--- src/rtl/prod_accum_pkg.sv ---
// prod_accum shared types and defaults.
// FSM encoding plus default widths.
package prod_accum_pkg;

  localparam int ACC_W_DEF = 24;
  localparam int LEN_W_DEF = 4;

  typedef enum logic [1:0] {
    IDLE  = 2'd0,
    ACCUM = 2'd1,
    DONE  = 2'd2
  } state_t;

endpackage

--- src/rtl/prod_accum_sat_adder.sv ---
// Combinational saturating adder: ACC_W-bit
// accumulator plus a zero-extended 16-bit product.
module sat_adder
  import prod_accum_pkg::*;
#(
  parameter int ACC_W = ACC_W_DEF
) (
  input  logic [ACC_W-1:0] a,
  input  logic [15:0]      b,
  output logic [ACC_W-1:0] sum,
  output logic             sat
);

  logic [ACC_W:0] w_full;

  assign w_full = {1'b0, a}
                + {{(ACC_W+1-16){1'b0}}, b};
  assign sat    = w_full[ACC_W];
  assign sum    = sat ? '1 : w_full[ACC_W-1:0];

endmodule

--- src/rtl/prod_accum.sv ---
// Accumulates len products with saturation and
// hands the sum downstream over a valid/ready pair.
module prod_accum
  import prod_accum_pkg::*;
#(
  parameter int ACC_W = ACC_W_DEF,
  parameter int LEN_W = LEN_W_DEF
) (
  input  logic             clk,
  input  logic             rstN,
  input  logic             start,
  input  logic [LEN_W-1:0] len,
  input  logic             p_valid,
  input  logic [15:0]      p,
  output logic             p_ready,
  output logic             acc_valid,
  input  logic             acc_ready,
  output logic [ACC_W-1:0] acc,
  output logic             ovf,
  output logic             busy
);

  state_t           r_state;
  logic [LEN_W-1:0] r_cnt;
  logic [ACC_W-1:0] r_acc;
  logic             r_ovf;
  logic             r_p_ready;
  logic             r_acc_valid;
  logic             r_busy;
  logic [ACC_W-1:0] w_sum;
  logic             w_sat;

  sat_adder #(.ACC_W(ACC_W)) u_add (
    .a   (r_acc),
    .b   (p),
    .sum (w_sum),
    .sat (w_sat)
  );

  always_ff @(posedge clk or negedge rstN) begin
    if (!rstN) begin
      r_state     <= IDLE;
      r_cnt       <= '0;
      r_acc       <= '0;
      r_ovf       <= 1'b0;
      r_p_ready   <= 1'b0;
      r_acc_valid <= 1'b0;
      r_busy      <= 1'b0;
    end else begin
      unique case (r_state)
        IDLE: begin
          if (start) begin
            r_acc  <= '0;
            r_ovf  <= 1'b0;
            r_cnt  <= len;
            r_busy <= 1'b1;
            if (len != '0) begin
              r_state   <= ACCUM;
              r_p_ready <= 1'b1;
            end else begin
              r_state     <= DONE;
              r_acc_valid <= 1'b1;
            end
          end
        end
        ACCUM: begin
          if (p_valid) begin
            r_acc <= w_sum;
            r_ovf <= r_ovf | w_sat;
            r_cnt <= r_cnt - LEN_W'(1);
            if (r_cnt == LEN_W'(1)) begin
              r_state     <= DONE;
              r_p_ready   <= 1'b0;
              r_acc_valid <= 1'b1;
            end
          end
        end
        DONE: begin
          if (acc_ready) begin
            r_state     <= IDLE;
            r_acc_valid <= 1'b0;
            r_busy      <= 1'b0;
          end
        end
        default: begin
          r_state     <= IDLE;
          r_p_ready   <= 1'b0;
          r_acc_valid <= 1'b0;
          r_busy      <= 1'b0;
        end
      endcase
    end
  end

  assign p_ready   = r_p_ready;
  assign acc_valid = r_acc_valid;
  assign acc       = r_acc;
  assign ovf       = r_ovf;
  assign busy      = r_busy;

endmodule

--- config.mk ---
export PLATFORM = sky130hd
export DESIGN_NAME = prod_accum
export DESIGN_NICKNAME = d
export VERILOG_FILES = /design/src/rtl/prod_accum_pkg.sv /design/src/rtl/prod_accum_sat_adder.sv /design/src/rtl/prod_accum.sv
export SDC_FILE = /design/constraint.sdc
export NUM_CORES = 1
export LEC_CHECK = 0
export BUFFER_PORTS_ARGS = -buffer_cell sky130_fd_sc_hd__buf_4
export CORE_MARGIN = 2
export CORE_UTILIZATION = 50
export CTS_CLUSTER_DIAMETER = 60
export CTS_CLUSTER_SIZE = 12
export DETAILED_ROUTE_END_ITERATION = 8
export PLACE_DENSITY = 0.89
export SLEW_MARGIN = 20
export SYNTH_ARGS = -nofsm -noshare
export SYNTH_HDL_FRONTEND = slang
export SYNTH_HIERARCHICAL = 1
export SYNTH_SLANG_ARGS = --single-unit
--- constraint.sdc ---
create_clock -name clk -period 2.6 [get_ports clk]
set_input_delay 0.13 -clock clk [delete_from_list [all_inputs] [get_ports clk]]
set_output_delay 0.13 -clock clk [all_outputs]
set_load 0.005 [all_outputs]
# Word-level counts from Yosys, hierarchy flattened
# Index checks and enable logic that the tools add are counted.
[totals]
regBits = 34
wordCells = 58
input_bits = 25
out_inout_bits = 28
[op_classes]
eq_ne = 9
reduce_logical = 8
mux = 29
n_addsub = 2
bitwise = 3
[op_table]
columns = ["op", "count"]
rows = [
  ["24-bit 2-to-1 mux", 3],
  ["24-bit case mux with 2 select lines", 1],
  ["24-bit by 16-bit adder with 25-bit output", 1],
  ["1-bit 2-to-1 mux", 12],
  ["2-bit != test (second input constant)", 6],
  ["2-bit 2-to-1 mux", 5],
  ["5-bit AND reduction", 2],
  ["1-bit case mux with 3 select lines", 3],
  ["4-bit 2-to-1 mux", 2],
  ["4-bit case mux with 2 select lines", 1],
  ["2-bit case mux with 3 select lines", 1],
  ["3-bit AND reduction", 2],
  ["4-bit by 1-bit == test with 1-bit output (second input constant)", 1],
  ["4-bit AND reduction", 1],
  ["4-bit nonzero test", 1],
  ["4-bit by 1-bit subtractor with 4-bit output (second input constant)", 1],
  ["2-bit by 1-bit == test with 1-bit output (second input constant)", 1],
  ["2-bit == test (second input constant)", 1],
  ["2-bit zero test", 1],
  ["1-bit inverter", 2],
  ["1-bit case mux with 2 select lines", 1],
  ["2-bit nonzero test", 1],
  ["1-bit OR", 1],
]

# Depth between registers and ports, before layout
[depth]
depth_word = 4
depth_mapped = 11
ltp_nobuf = 10

# Modules after synthesis
# The synthesis kept the hierarchy.
[modules_own_cells]
columns = ["mod", "cells_per_inst", "instances", "area_each_um2", "seq_area_each_um2"]
rows = [
  ["prod_accum", 116, 1, 1431.4, 850.8],
  ["sat_adder", 175, 1, 1196.1, 0.0],
]

# Least setup slack after synthesis
# OpenSTA, ideal clock, no wires.
[synth_timing]
kind = "register -> register"
start = "reg r_acc[0] (netlist: acc[0])"
end = "reg r_acc[20] (netlist: acc[20])"
arrival_ps = 2372
path_stages_with_launch = 10
period_less_slack_ps = 2493
n_path_buf = 0
setup_ps = 121
t_required_ps = 2479
setup_slack_ps = 107
cell_sequence = "dfrtp_1 -> ha_1 -> fa_1 -> nand3_1 -> a211oi_2 -> o21ai_2 -> a31oi_4 -> o2111ai_2 -> mux2_4 -> a22o_1"
[synth_between]
elab_chain_len = 4
[synth_lines]
columns = ["element", "line_no", "source"]
rows = [
  ["start, declared", "prod_accum.sv:25", "logic [ACC_W-1:0] r_acc;"],
  ["start signal, assigned", "prod_accum.sv:68", "r_acc <= w_sum;"],
  ["24-bit by 16-bit adder with 25-bit output", "prod_accum_sat_adder.sv:17", "+ {{(ACC_W+1-16){1'b0}}, b};"],
  ["24-bit 2-to-1 mux", "prod_accum_sat_adder.sv:19", "assign sum = sat ? '1 : w_full[ACC_W-1:0];"],
  ["named net w_sum[20]", "prod_accum.sv:30", "logic [ACC_W-1:0] w_sum;"],
  ["24-bit 2-to-1 mux", "prod_accum.sv:67", "if (p_valid) begin"],
  ["24-bit case mux with 2 select lines", "prod_accum.sv:50", "unique case (r_state)"],
]
# The timed path passes the listed nets, and every way through them passes these cells. The select of a mux whose other input is x is not followed.
# A chain may end at the register's enable or synchronous reset.

# Final worst setup path
# Same ends and word-level chain as after synthesis.

==> flow_metrics.env <==
export IMPL_status="complete, no violations"
export IMPL_initial_utilization_pct=51.8
export IMPL_root_buffer="clkbuf_8"
export IMPL_r2r_cells=9
export IMPL_synth_edf_count=0
export IMPL_wire_per_inst_um=15.7
export IMPL_die_y_um=76.5
export IMPL_synth_warnings=6
export IMPL_grt_pass1_wl_um=11000
export IMPL_slowest_delay_ps=400
export IMPL_seq_area_frac_synth_pct=32.4
export IMPL_viasPerCell=5.96
export IMPL_maxSlewViolCount=0
export IMPL_p_leak_uw=0.00152
export IMPL_clockPowerShare_pct=17.1
export IMPL_power_frac_seq_pct=26.4
export IMPL_fin_nets=386
export IMPL_dpl_cell_area_um2=3070
export IMPL_fillers=428
export IMPL_post_route_min_period_ps=2440
export IMPL_antenna_cells=0
export IMPL_powerDensity_nw_per_um2=1070
export IMPL_totalWireLength_um=6490
export IMPL_p_comb_share_pct=56.6
export IMPL_antenna_found_initial=0
export IMPL_grt_pass1_vias=2512
export IMPL_final_area_um2=3260
export IMPL_path_clk_slew_ps=80
export IMPL_track_usage_pct=22.9
export IMPL_ant_nets=0
export IMPL_pin_count=53
export IMPL_report_final_hold_viol_count=0
export IMPL_clock_sinks=34
export IMPL_yosys_most_used_dff="dfrtp_1"
export IMPL_final_layout_size_suffix_gt1_share_pct=24.5
export IMPL_die_area_um2=5850
export IMPL_required_ps=2780
export IMPL_fin_skew_ps=10.5
export IMPL_io_buffer_count=52
export IMPL_fmax_mhz=410
export IMPL_regArea_um2=851
export IMPL_p_sw_share_pct=41.4
export IMPL_cp_arrival_ps=2620
export IMPL_endpoint_kind="register"
export IMPL_holdPathStages=4
export IMPL_cts_buffer_depth=2
export IMPL_cts_setup_buffers=0
export IMPL_async_flop_share_pct=100
export IMPL_synth_cell_types=59
export IMPL_rsz0062_at_grt="false"
export IMPL_setup_viol=0
export IMPL_syn2layout_area_growth_pct=24.1
export IMPL_drc_errors=0
export IMPL_first_pass_iters=4
export IMPL_cts_tree="done"
export IMPL_p_switching_uw=1450
export IMPL_die_w_um=76.5
export IMPL_rows=26
export IMPL_cts_buffers=5
export IMPL_post_route_util_pct=64.3
export IMPL_synth_fp_nets=335
export IMPL_maxCapViolCount=0
export IMPL_fin_tns_setup_ps=0
export IMPL_maxSlewHeadroom_pct=64.6
export IMPL_netlist_area_um2=2630
export IMPL_cpMaxStageDelayCell="dfrtp_1"
export IMPL_grt_overflow_total=0
export IMPL_multi_input_area_um2=1700
export IMPL_syn_inst=291
export IMPL_tightest_slew_ps=528
export IMPL_vdd_ir_drop_max_mv=0.506
export IMPL_gp_congestion=0.851
export IMPL_cts_max_level=2
export IMPL_holdCritPathClass="in2reg"
export IMPL_drtIter0Drc=156
export IMPL_core_area_um2=5070
export IMPL_synth_seq_cells=34
export IMPL_post_route_period_util_pct=93.9
export IMPL_synth_area_per_cell_um2=9.03
export IMPL_vias=2461
export IMPL_crit_chain="ha_1 > fa_2 > nand3_2 > a211oi_4 > o21ai_2 > a31oi_4 > o2111ai_2 > mux2_4 > a22o_1"
export IMPL_crit_type="reg2reg"
export IMPL_grt_max_degree=35
export IMPL_dp_final_hpwl_um=4610
export IMPL_startpoint_type="register"
export IMPL_insertion_delay_ps=300
export IMPL_cp_max_fo=4
export IMPL_internal_power_uw=2050
-- power by group through the flow --
| stage | combinational (uW) | sequential [uW] | clock (uW) |
|---|---|---|---|
| finish | 1980 | 924 | 598 |
| global route | 2190 | 963 | 628 |
| global placement | 1870 | 917 | 0 |
| CTS | 1930 | 923 | 604 |
| detailed placement | 1910 | 931 | 0 |
| floorplan | 1430 | 878 | 0 |
-- cell usage after synthesis (5+ instances only) --
library cell / count / share of area, %
nand2b_1: 5 / 1.2
o21ai_0: 16 / 3.0
xnor2_1: 9 / 3.0
o21a_1: 9 / 2.6
nor2_1: 8 / 1.1
a22o_1: 24 / 8.0
nor3_1: 5 / 0.95
nand2_1: 37 / 5.3
nand4_1: 5 / 1.2
inv_1: 12 / 1.7
clkbuf_1: 5 / 0.71
buf_2: 6 / 1.1
dfrtp_1: 34 / 32
o211ai_1: 5 / 1.4
xor2_1: 5 / 1.7
ha_1: 18 / 8.6
nand3_1: 5 / 0.95
a21oi_1: 20 / 3.8
-- cell families after synthesis --
family          share of synthesized area (%)
compound gates                           30.6
simple gates                             16.3
flops                                    32.4
buf+inv                                  4.57
fa+ha+maj                                9.33
xor+xnor                                 4.67
mux                                      2.14
-- sequential cells by signal, indices dropped and copies added, names as in the netlist --
signal     cells
acc           24
r_cnt          4
r_state        2
acc_valid      1
busy           1
ovf            1
p_ready        1
-- critical path: cells and delay by family (launching register included) --
family,cells,cell delay [ps]
simple gates,1,130
compound gates,5,860
mux,1,320
flops,1,400
fa+ha+maj,2,630
-- layout by cell type, fill, tap and decap left out, types with 2 or more instances in the layout --
cell       instances
a211o_1            2
a211oi_1           3
a21o_1             3
a21oi_1           20
a22o_1            24
a31oi_1            3
and2_1             3
and3_1             3
buf_4             56
bufinv_16          2
clkbuf_8           5
dfrtp_1           34
ha_1              15
ha_2               3
inv_1             12
mux2i_1            3
nand2_1           37
nand2b_1           5
nand3_1            4
nand4_1            5
nor2_1             8
nor2b_1            2
nor3_1             5
nor4_1             3
o211ai_1           5
o21a_1             9
o21ai_0           16
o31a_1             3
or3_1              3
xnor2_1            9
xor2_1             5
-- through the flow --
stage               instances  power (uW)  hold WS, ps  setup WS (ps)
floorplan                 291        2310         -166            107
global placement          404        2790          102            120
detailed placement        404        2840          110           66.2
CTS                       413        3460         98.9           20.5
global route              413        3780          131           59.9
finish                    413        3500         93.3            158
-- routing by layer --
metal,vias up,GRT usage (%),wire length [um]
met5,-,0,0
met1,1207,27.4,2870
met3,6,4.62,314
li1,1192,-,-
met2,56,40.3,3230
met4,0,8.91,68
-- worst paths after layout --
path / from / endpoint / slack, ps
min in group asynchronous: rstN / acc[18]$_DFFE_PN0P_ / 320
setup / recovery: acc[0]$_DFFE_PN0P_ / acc[20]$_DFFE_PN0P_ / 160
setup reg to reg: acc[0]$_DFFE_PN0P_ / acc[20]$_DFFE_PN0P_ / 160
hold / removal: acc_ready / busy$_DFFE_PN0P_ / 90
hold reg to reg: acc_valid$_DFFE_PN0P_ / acc_valid$_DFFE_PN0P_ / 510
max in group asynchronous: rstN / r_cnt[0]$_DFFE_PN0P_ / 1960
-- cell type report --
cell class,count,area share (%)
clock buffer,5,2.11
clock inverter,3,2.11
sequential,34,26.1
timing repair buffer,58,13.5
tap,70,2.69
multi-input combinational,231,52.1
inverter,12,1.38
-- timing repair --
item	4_1_cts	5_1_grt
setup endpoints to repair	0	22
endpoints found under the hold margin	34	0
hold buffers	1	0
resized for setup	0	9
Note: power is estimated with default switching activity, not from simulation.
